[src/rtl/hex_disp_sched_pkg.sv]
// Shared types and constants for the hex display scheduler.
package hex_disp_sched_pkg;
  typedef enum logic {IDLE = 1'b0, SHOW = 1'b1} state_t;

  localparam int NDIGIT   = 6;
  localparam int NIBBLE_W = 4;
  localparam int VAL_W    = NDIGIT * NIBBLE_W;
  localparam int NREQ_C   = 3;
  localparam int ID_W     = 2;
endpackage

[src/rtl/hex_rr_pick.sv]
// Round-robin picker: first requesting index after last_id, modulo 3.
// When only last_id is requesting the search wraps back onto it.
module hex_rr_pick
  import hex_disp_sched_pkg::*;
(
  input  logic [NREQ_C-1:0] req,
  input  logic [ID_W-1:0]   last_id,
  output logic              valid,
  output logic [ID_W-1:0]   idx
);

  logic [ID_W-1:0] cand;

  always_comb begin
    valid = |req;
    idx   = '0;
    cand  = '0;
    // Walk from farthest to nearest so the nearest requester wins.
    for (int k = NREQ_C; k >= 1; k--) begin
      cand = ID_W'((int'(last_id) + k) % NREQ_C);
      if (req[cand]) idx = cand;
    end
  end

endmodule

[src/rtl/hex_disp_sched.sv]
// Round-robin scheduler sharing six hex digits between three requesters.
// Optional macro HEX_DISP_SCHED_PREEMPT_EN gives requester 0 preemptive priority.
module hex_disp_sched
  import hex_disp_sched_pkg::*;
#(
  parameter int HOLD_TICKS = 4,
  parameter int NREQ       = NREQ_C
) (
  input  logic                     CLK_50A,
  input  logic                     reset,
  input  logic                     tick,
  input  logic [NREQ-1:0]          req,
  input  logic [NREQ*VAL_W-1:0]    req_val,
  input  logic [NREQ*NDIGIT-1:0]   req_blank,
  output logic [NREQ-1:0]          grant,
  output logic [VAL_W-1:0]         disp_val,
  output logic [NDIGIT-1:0]        disp_blank,
  output logic                     busy
);

  localparam logic [3:0] HOLD_LD = 4'(HOLD_TICKS);

  state_t              state_q, state_d;
  logic [NREQ-1:0]     grant_q, grant_d;
  logic [ID_W-1:0]     last_id_q, last_id_d;
  logic [3:0]          hold_cnt_q, hold_cnt_d;
  logic [VAL_W-1:0]    disp_val_q, disp_val_d;
  logic [NDIGIT-1:0]   disp_blank_q, disp_blank_d;

  logic [VAL_W-1:0]    val_arr   [NREQ];
  logic [NDIGIT-1:0]   blank_arr [NREQ];
  logic [VAL_W-1:0]    cur_val;
  logic [NDIGIT-1:0]   cur_blank;
  logic                cur_req;
  logic                pick_valid;
  logic [ID_W-1:0]     pick_idx;
  logic [NREQ-1:0]     pick_onehot;

  for (genvar gi = 0; gi < NREQ; gi++) begin : g_unpack
    assign val_arr[gi]   = req_val[gi*VAL_W +: VAL_W];
    assign blank_arr[gi] = req_blank[gi*NDIGIT +: NDIGIT];
  end

  hex_rr_pick u_pick (
    .req     (req),
    .last_id (last_id_q),
    .valid   (pick_valid),
    .idx     (pick_idx)
  );

`ifdef HEX_DISP_SCHED_PREEMPT_EN
  logic req0_q, req0_d;
  assign req0_d = req[0];
  always_ff @(posedge CLK_50A) begin
    if (reset) req0_q <= 1'b0;
    else       req0_q <= req0_d;
  end
`endif

  always_comb begin
    state_d      = state_q;
    grant_d      = grant_q;
    last_id_d    = last_id_q;
    hold_cnt_d   = hold_cnt_q;
    disp_val_d   = disp_val_q;
    disp_blank_d = disp_blank_q;
    cur_val      = '0;
    cur_blank    = '0;
    for (int i = 0; i < NREQ; i++) begin
      if (grant_q[i]) begin
        cur_val   = val_arr[i];
        cur_blank = blank_arr[i];
      end
    end
    cur_req     = |(req & grant_q);
    pick_onehot = NREQ'(1) << pick_idx;

    case (state_q)
      IDLE: begin
        if (pick_valid) begin
          state_d    = SHOW;
          grant_d    = pick_onehot;
          last_id_d  = pick_idx;
          hold_cnt_d = HOLD_LD;
        end
      end
      SHOW: begin
        disp_val_d   = cur_val;
        disp_blank_d = cur_blank;
        // Release wins over any expiry, preemption or tick in the same cycle.
        if (!cur_req) begin
          state_d = IDLE;
          grant_d = '0;
        end
`ifdef HEX_DISP_SCHED_PREEMPT_EN
        else if (req[0] && !req0_q && !grant_q[0]) begin
          grant_d    = NREQ'(1);
          last_id_d  = '0;
          hold_cnt_d = HOLD_LD;
        end
        else if (hold_cnt_q == 4'd0 && grant_q[0]) begin
          hold_cnt_d = HOLD_LD;
        end
`endif
        else if (hold_cnt_q == 4'd0) begin
          // Picker wraps onto the current grantee when nobody else asks.
          grant_d    = pick_onehot;
          last_id_d  = pick_idx;
          hold_cnt_d = HOLD_LD;
        end
        else if (tick) begin
          hold_cnt_d = hold_cnt_q - 4'd1;
        end
      end
    endcase
  end

  always_ff @(posedge CLK_50A) begin
    if (reset) begin
      state_q      <= IDLE;
      grant_q      <= '0;
      last_id_q    <= ID_W'(NREQ_C - 1);
      hold_cnt_q   <= '0;
      disp_val_q   <= '0;
      disp_blank_q <= '1;
    end else begin
      state_q      <= state_d;
      grant_q      <= grant_d;
      last_id_q    <= last_id_d;
      hold_cnt_q   <= hold_cnt_d;
      disp_val_q   <= disp_val_d;
      disp_blank_q <= disp_blank_d;
    end
  end

  assign grant      = grant_q;
  assign disp_val   = disp_val_q;
  assign disp_blank = disp_blank_q;
  assign busy       = (state_q == SHOW);

endmodule

[config.mk]
export PLATFORM = sky130hd
export DESIGN_NAME = hex_disp_sched
export DESIGN_NICKNAME = d
export VERILOG_FILES = /design/src/rtl/hex_disp_sched_pkg.sv /design/src/rtl/hex_rr_pick.sv /design/src/rtl/hex_disp_sched.sv
export SDC_FILE = /design/constraint.sdc
export NUM_CORES = 1
export LEC_CHECK = 0
export CORE_UTILIZATION = 41
export DETAILED_ROUTE_END_ITERATION = 10
export PLACE_DENSITY = 0.86
export SLEW_MARGIN = 20
export SYNTH_ARGS = -nofsm -noshare
export SYNTH_HDL_FRONTEND = slang
export SYNTH_SLANG_ARGS = --single-unit
[constraint.sdc]
create_clock -name CLK_50A -period 4 [get_ports CLK_50A]
set_clock_uncertainty 0.2 [all_clocks]
set_input_delay 0.6 -clock CLK_50A [delete_from_list [all_inputs] [get_ports CLK_50A]]
set_output_delay 0.6 -clock CLK_50A [all_outputs]
set_load 0.05 [all_outputs]
==> results_dict.tcl, run 1 <==
set metrics [dict create \
    synthArstFlopShare_pct 0 \
    ys_seq_area_share_pct 36.0 \
    ys_warn_count 0 \
    drive_gt1_share_pct 5.03 \
    clkLatencyLatePin_ns 0.28 \
    hpwl_microns 5210 \
    drtAntennaViolNets 0 \
    critPathBufInv 1 \
    drc 0 \
    crit_chain "clkdlybuf4s50_1" \
    irDropWorstVdd_mv 0.242 \
    total_power_mw 1.38 \
    criticalPathCategory "reg -> out" \
    synth_edf_count 0 \
    root_buffer "clkbuf_8" \
    die_area_sq_um 5720 \
    clkSinkCount 40 \
    die_y_microns 75.6 \
    status "completed" \
    holdBufCountCts 0 \
    rows 26 \
    synth_cells 280 \
    drt_pass1_iterations 5 \
    synth_seq_cells 40 \
    final_cells 468 \
    post_cts_resized 0 \
    place_inst 461 \
    hold_violations 0 \
    period_needed_ns 2.78 \
    synth_ff_type "dfxtp_1" \
    clockBufferDepth 2 \
    syn_area_sq_um 2220 \
    max_freq_ghz 0.359 \
    post-route-period-util_pct 69.6 \
    synth_cell_type_count 34 \
    setup_violations 0 \
    cp_slowest_cell "clkdlybuf4s50_1" \
    die_w_microns 75.6 \
    crit_fanout 17 \
    vias_per_cell 5.31 \
    grt_max_degree 63 \
    cp_data_arrival_time_ns 1.98 \
    cts_tree "done" \
    portBuffers 129 \
    tightest_slew_ns 0.709 \
    startpoint_type "flip-flop" \
    setup_slack_ns 1.22 \
    wl_per_cell_microns 14.8 \
    vias 2483 \
    power_density_nw_per_um2 380 \
    totalWireLength_microns 6920 \
    maxCapViolCount 0 \
    cp_slowest_stage_delay_ns 0.93 \
    n_antenna_cell 0 \
    synth_nets 381 \
    layout_commonest_cell "clkdlybuf4s50_1" \
    core_sq_um 5170 \
    synth_area_per_cell_sq_um 7.94 \
    gp_congestion 0.771 \
    cp.required_ns 3.20 \
    initial_core_util_pct 43.0 \
    grt_pass1_vias 2149 \
    worstSetupEndpointType "output pin" \
    drtIter0Drc 94 \
    grt.overflow.total 0 \
    rsz0062_at_grt "no" \
    hp-class "reg -> reg" \
    antenna_found_initial 0 \
    slew_violations 0 \
    setup-tns-final_ns 0 \
    cts_max_level 2 \
    fin_nets 499 \
    cp_top_family "buffers and inverters" \
    clk_pin_slew_ns 0.07 \
    ios 130 \
    grt_pass1_wl_microns 9870 \
    maxSlewHeadroom_pct 52.6 \
    postCtsSetupRepairBufs 0 \
    syn_to_final_growth_pct 63.1 \
    p_leak_nw 1.34 \
    final_cell_mix "clkdlybuf4s50_1, nand2_1, dfxtp_1" \
    grt_util_all_layers_pct 23.0 \
    cts_made_buffers 5 \
    preCtsSetupSlack_ns 1.48 \
]
==> power by group <==
group / switching (mW) / total (mW) / internal, mW
logic: 0.367 / 0.650 / 0.283
clock network: 0.128 / 0.247 / 0.119
registers: 0.0363 / 0.480 / 0.444
total: 0.531 / 1.38 / 0.845
==> state kept, by name, indices dropped and copies added, names as in the netlist <==
signal and cells:
grant 3, last_id_q 2, busy 1, disp_blank 6, hold_cnt_q 4, disp_val 24
==> kinds of logic after synthesis <==
group | count (synthesis) | synth area share [%]
buf+inv | 32 | 5.85
compound gates | 93 | 27.7
simple gates | 84 | 15.8
flops | 40 | 36.0
mux | 26 | 11.8
fa+ha+maj | 5 | 2.81
==> per-layer routing <==
layer,vias up,track usage (%),share of wire [%],wire [microns]
met5,-,0,0,0
met4,0,5.97,1.0,70
met3,6,5.95,6.3,438
met2,103,42.2,51,3520
met1,1146,26.4,42,2890
li1,1228,-,-,-
==> path summary, 6_finish.rpt <==
| kind | startpoint | endpoint | slack [ns] | cells after the start |
|---|---|---|---|---|
| setup / recovery | grant[1] | grant[1] | 1.22 | 1 |
| hold / removal | hold_cnt_q[0] | hold_cnt_q[0] | 0.27 | 2 |
| setup reg to reg | grant[1] | grant[0] | 1.51 | 6 |
| hold reg to reg | hold_cnt_q[0] | hold_cnt_q[0] | 0.27 | 2 |
==> area by class of cell <==
type	instances	area (sq um)
Sequential cell	40	803
Multi-Input combinational cell	208	1300
Clock inverter	1	5.00
Fill cell	414	1550
Tap cell	70	87.6
Timing Repair Buffer	133	1320
Inverter	10	37.5
Clock buffer	6	72.6
==> cells in the mapped netlist, drive strengths merged (2+ instances only) <==
cell type / instances / area, sq um
a2bb2oi: 2 / 17.5
clkbuf: 16 / 60.1
a21oi: 6 / 30.0
or3: 2 / 12.5
o21a: 2 / 15.0
nand3: 2 / 10.0
nand2: 42 / 160
o21ai: 36 / 188
a22oi: 30 / 225
ha: 5 / 62.6
mux2i: 25 / 250
nor2b: 6 / 37.5
nor2: 29 / 109
buf: 6 / 32.5
o22ai: 2 / 12.5
inv: 10 / 37.5
o31ai: 2 / 20.0
o2bb2ai: 2 / 17.5
dfxtp: 40 / 801
o211ai: 6 / 45.0
==> worst register-to-register path: cells and delay by family (launching register included) <==
family          cells  cell delay [ns]
flops               1             0.77
compound gates      3             0.56
simple gates        2             0.49
buf+inv             1             0.37
==> per-stage QoR <==
step / hold WS (ns) / util, % / instance area [sq um]
finish: 0.272 / 70.1 / 3630
global route: 0.287 / 70.1 / 3630
CTS: 0.272 / 70.1 / 3630
detailed placement: 0.251 / 68.6 / 3550
global placement: 0.246 / 68.5 / 3540
floorplan: 0.245 / - / 2220
Power figures use the tool's default switching activity.
==> run 2: changes to the inputs <==
- CORE_UTILIZATION: 41 -> 38
- PLACE_DENSITY: 0.86 -> 0.81
- clock period: 4 -> 2.8 ns (I/O delays scaled with it)
==> results_dict.tcl, run 2 (synthesis results as in run 1) <==
set metrics [dict create \
    postCtsSetupRepairBufs 0 \
    hold-worst-slack_ns 0.272 \
    p_leak_nw 1.36 \
    seq_power_share_pct 34.3 \
    ios 130 \
    p_sw_mw 0.755 \
    drc 0 \
    die_y_microns 78.5 \
    period_needed_ns 2.40 \
    cp_top_family "buffers and inverters" \
    cts_max_level 2 \
    gp_congestion 0.817 \
    cp_slowest_stage_delay_ns 0.89 \
    initial_core_util_pct 39.9 \
    hold_violations 0 \
    cp_data_arrival_time_ns 1.78 \
    crit_chain "clkdlybuf4s50_1" \
    maxCapViolCount 0 \
    slew_violations 0 \
    totalWireLength_microns 6480 \
    root_buffer "clkbuf_8" \
    combPwrFrac_pct 46.3 \
    clkLatencyLatePin_ns 0.28 \
    fin_nets 501 \
    die_w_microns 78.5 \
    tightest_slew_ns 0.572 \
    clk_pin_slew_ns 0.07 \
    layout_commonest_cell "clkdlybuf4s50_1" \
    drtIter0Drc 92 \
    rsz0062_at_grt "no" \
    post-route-period-util_pct 85.7 \
    post_cts_resized 0 \
    portBuffers 129 \
    holdBufCountCts 0 \
    grt.overflow.total 0 \
    hp-class "reg -> reg" \
    critPathBufInv 1 \
    setup-tns-final_ns 0 \
    setup_slack_ns 0.401 \
    syn_to_final_growth_pct 64.0 \
    drive_gt1_share_pct 5.99 \
    preCtsSetupSlack_ns 0.475 \
    drt_pass1_iterations 4 \
    antenna_found_initial 0 \
    grt_util_all_layers_pct 21.0 \
    maxSlewHeadroom_pct 61.8 \
    n_antenna_cell 0 \
    worstSetupEndpointType "output pin" \
    cp.required_ns 2.18 \
    cts_tree "done" \
    seq_area_sq_um 803 \
    power_density_nw_per_um2 548 \
    startpoint_type "flip-flop" \
    max_freq_ghz 0.417 \
    rows 27 \
    final_cell_mix "clkdlybuf4s50_1, nand2_1, dfxtp_1" \
    cp_slowest_cell "clkdlybuf4s50_1" \
    cts_made_buffers 5 \
    hpwl_microns 4950 \
    clockBufferDepth 2 \
    irDropWorstVdd_mv 0.300 \
    largest_reg_flops 24 \
    criticalPathCategory "reg -> out" \
    grt_pass1_vias 2251 \
    total_power_mw 2.00 \
    p_sw_share_pct 37.8 \
    num-fill-cells 493 \
    grt_max_degree 63 \
    die_area_sq_um 6160 \
    drtAntennaViolNets 0 \
    core_sq_um 5570 \
    grt_pass1_wl_microns 10300 \
    crit_fanout 21 \
    p_int_mw 1.24 \
    wl_per_cell_microns 13.7 \
    vias_per_cell 5.12 \
    clkSinkCount 40 \
    power_frac_clock_pct 19.4 \
    multi_input_area_sq_um 1290 \
    setup_violations 0 \
    status "completed" \
    vias 2422 \
]
run 2: power groups by stage:
stage | Sequential (mW) | Clock [mW] | Combinational, mW
after global routing | 0.694 | 0.421 | 1.01
after detailed placement | 0.698 | 0 | 0.929
final | 0.686 | 0.387 | 0.925
after global placement | 0.697 | 0 | 0.911
after floorplan | 0.865 | 0 | 0.421
after CTS | 0.687 | 0.398 | 0.932
run 2: stage by stage:
step,std cells,cell area (sq um),utilization (%)
final,473,3650,65.4
after global placement,465,3560,63.8
after CTS,473,3650,65.4
after global routing,473,3650,65.4
after floorplan,280,2220,-
after detailed placement,465,3560,63.8
run 2: area by class of cell:
cell class | count | area share, %
clock buffers | 8 | 2.47
inverters | 10 | 1.03
multi-input cells | 208 | 35.5
flip-flops and latches | 40 | 22.0
well taps | 72 | 2.47
repair buffers | 135 | 36.5
run 2: final timing paths:
check | slack, ns | depth (start not counted) | from | end
hold reg to reg | 0.27 | 2 | disp_blank[2] | disp_blank[2]
setup / recovery | 0.40 | 1 | busy | busy
setup reg to reg | 0.63 | 5 | busy | hold_cnt_q[0]
hold / removal | 0.27 | 2 | disp_blank[2] | disp_blank[2]
run 2: per-layer routing:
| layer | up-vias | routed length [microns] | global-route usage (%) |
|---|---|---|---|
| met5 | - | 0 | 0 |
| met4 | 0 | 40 | 5.00 |
| met3 | 6 | 542 | 5.35 |
| met2 | 95 | 3120 | 37.3 |
| met1 | 1091 | 2780 | 25.2 |
| li1 | 1230 | - | - |
==> run 3: changes to the inputs <==
- TNS_END_PERCENT: default -> 10
==> results of run 3 <==
Same layout as run 2: the final DEF is identical, and so are final timing and power.
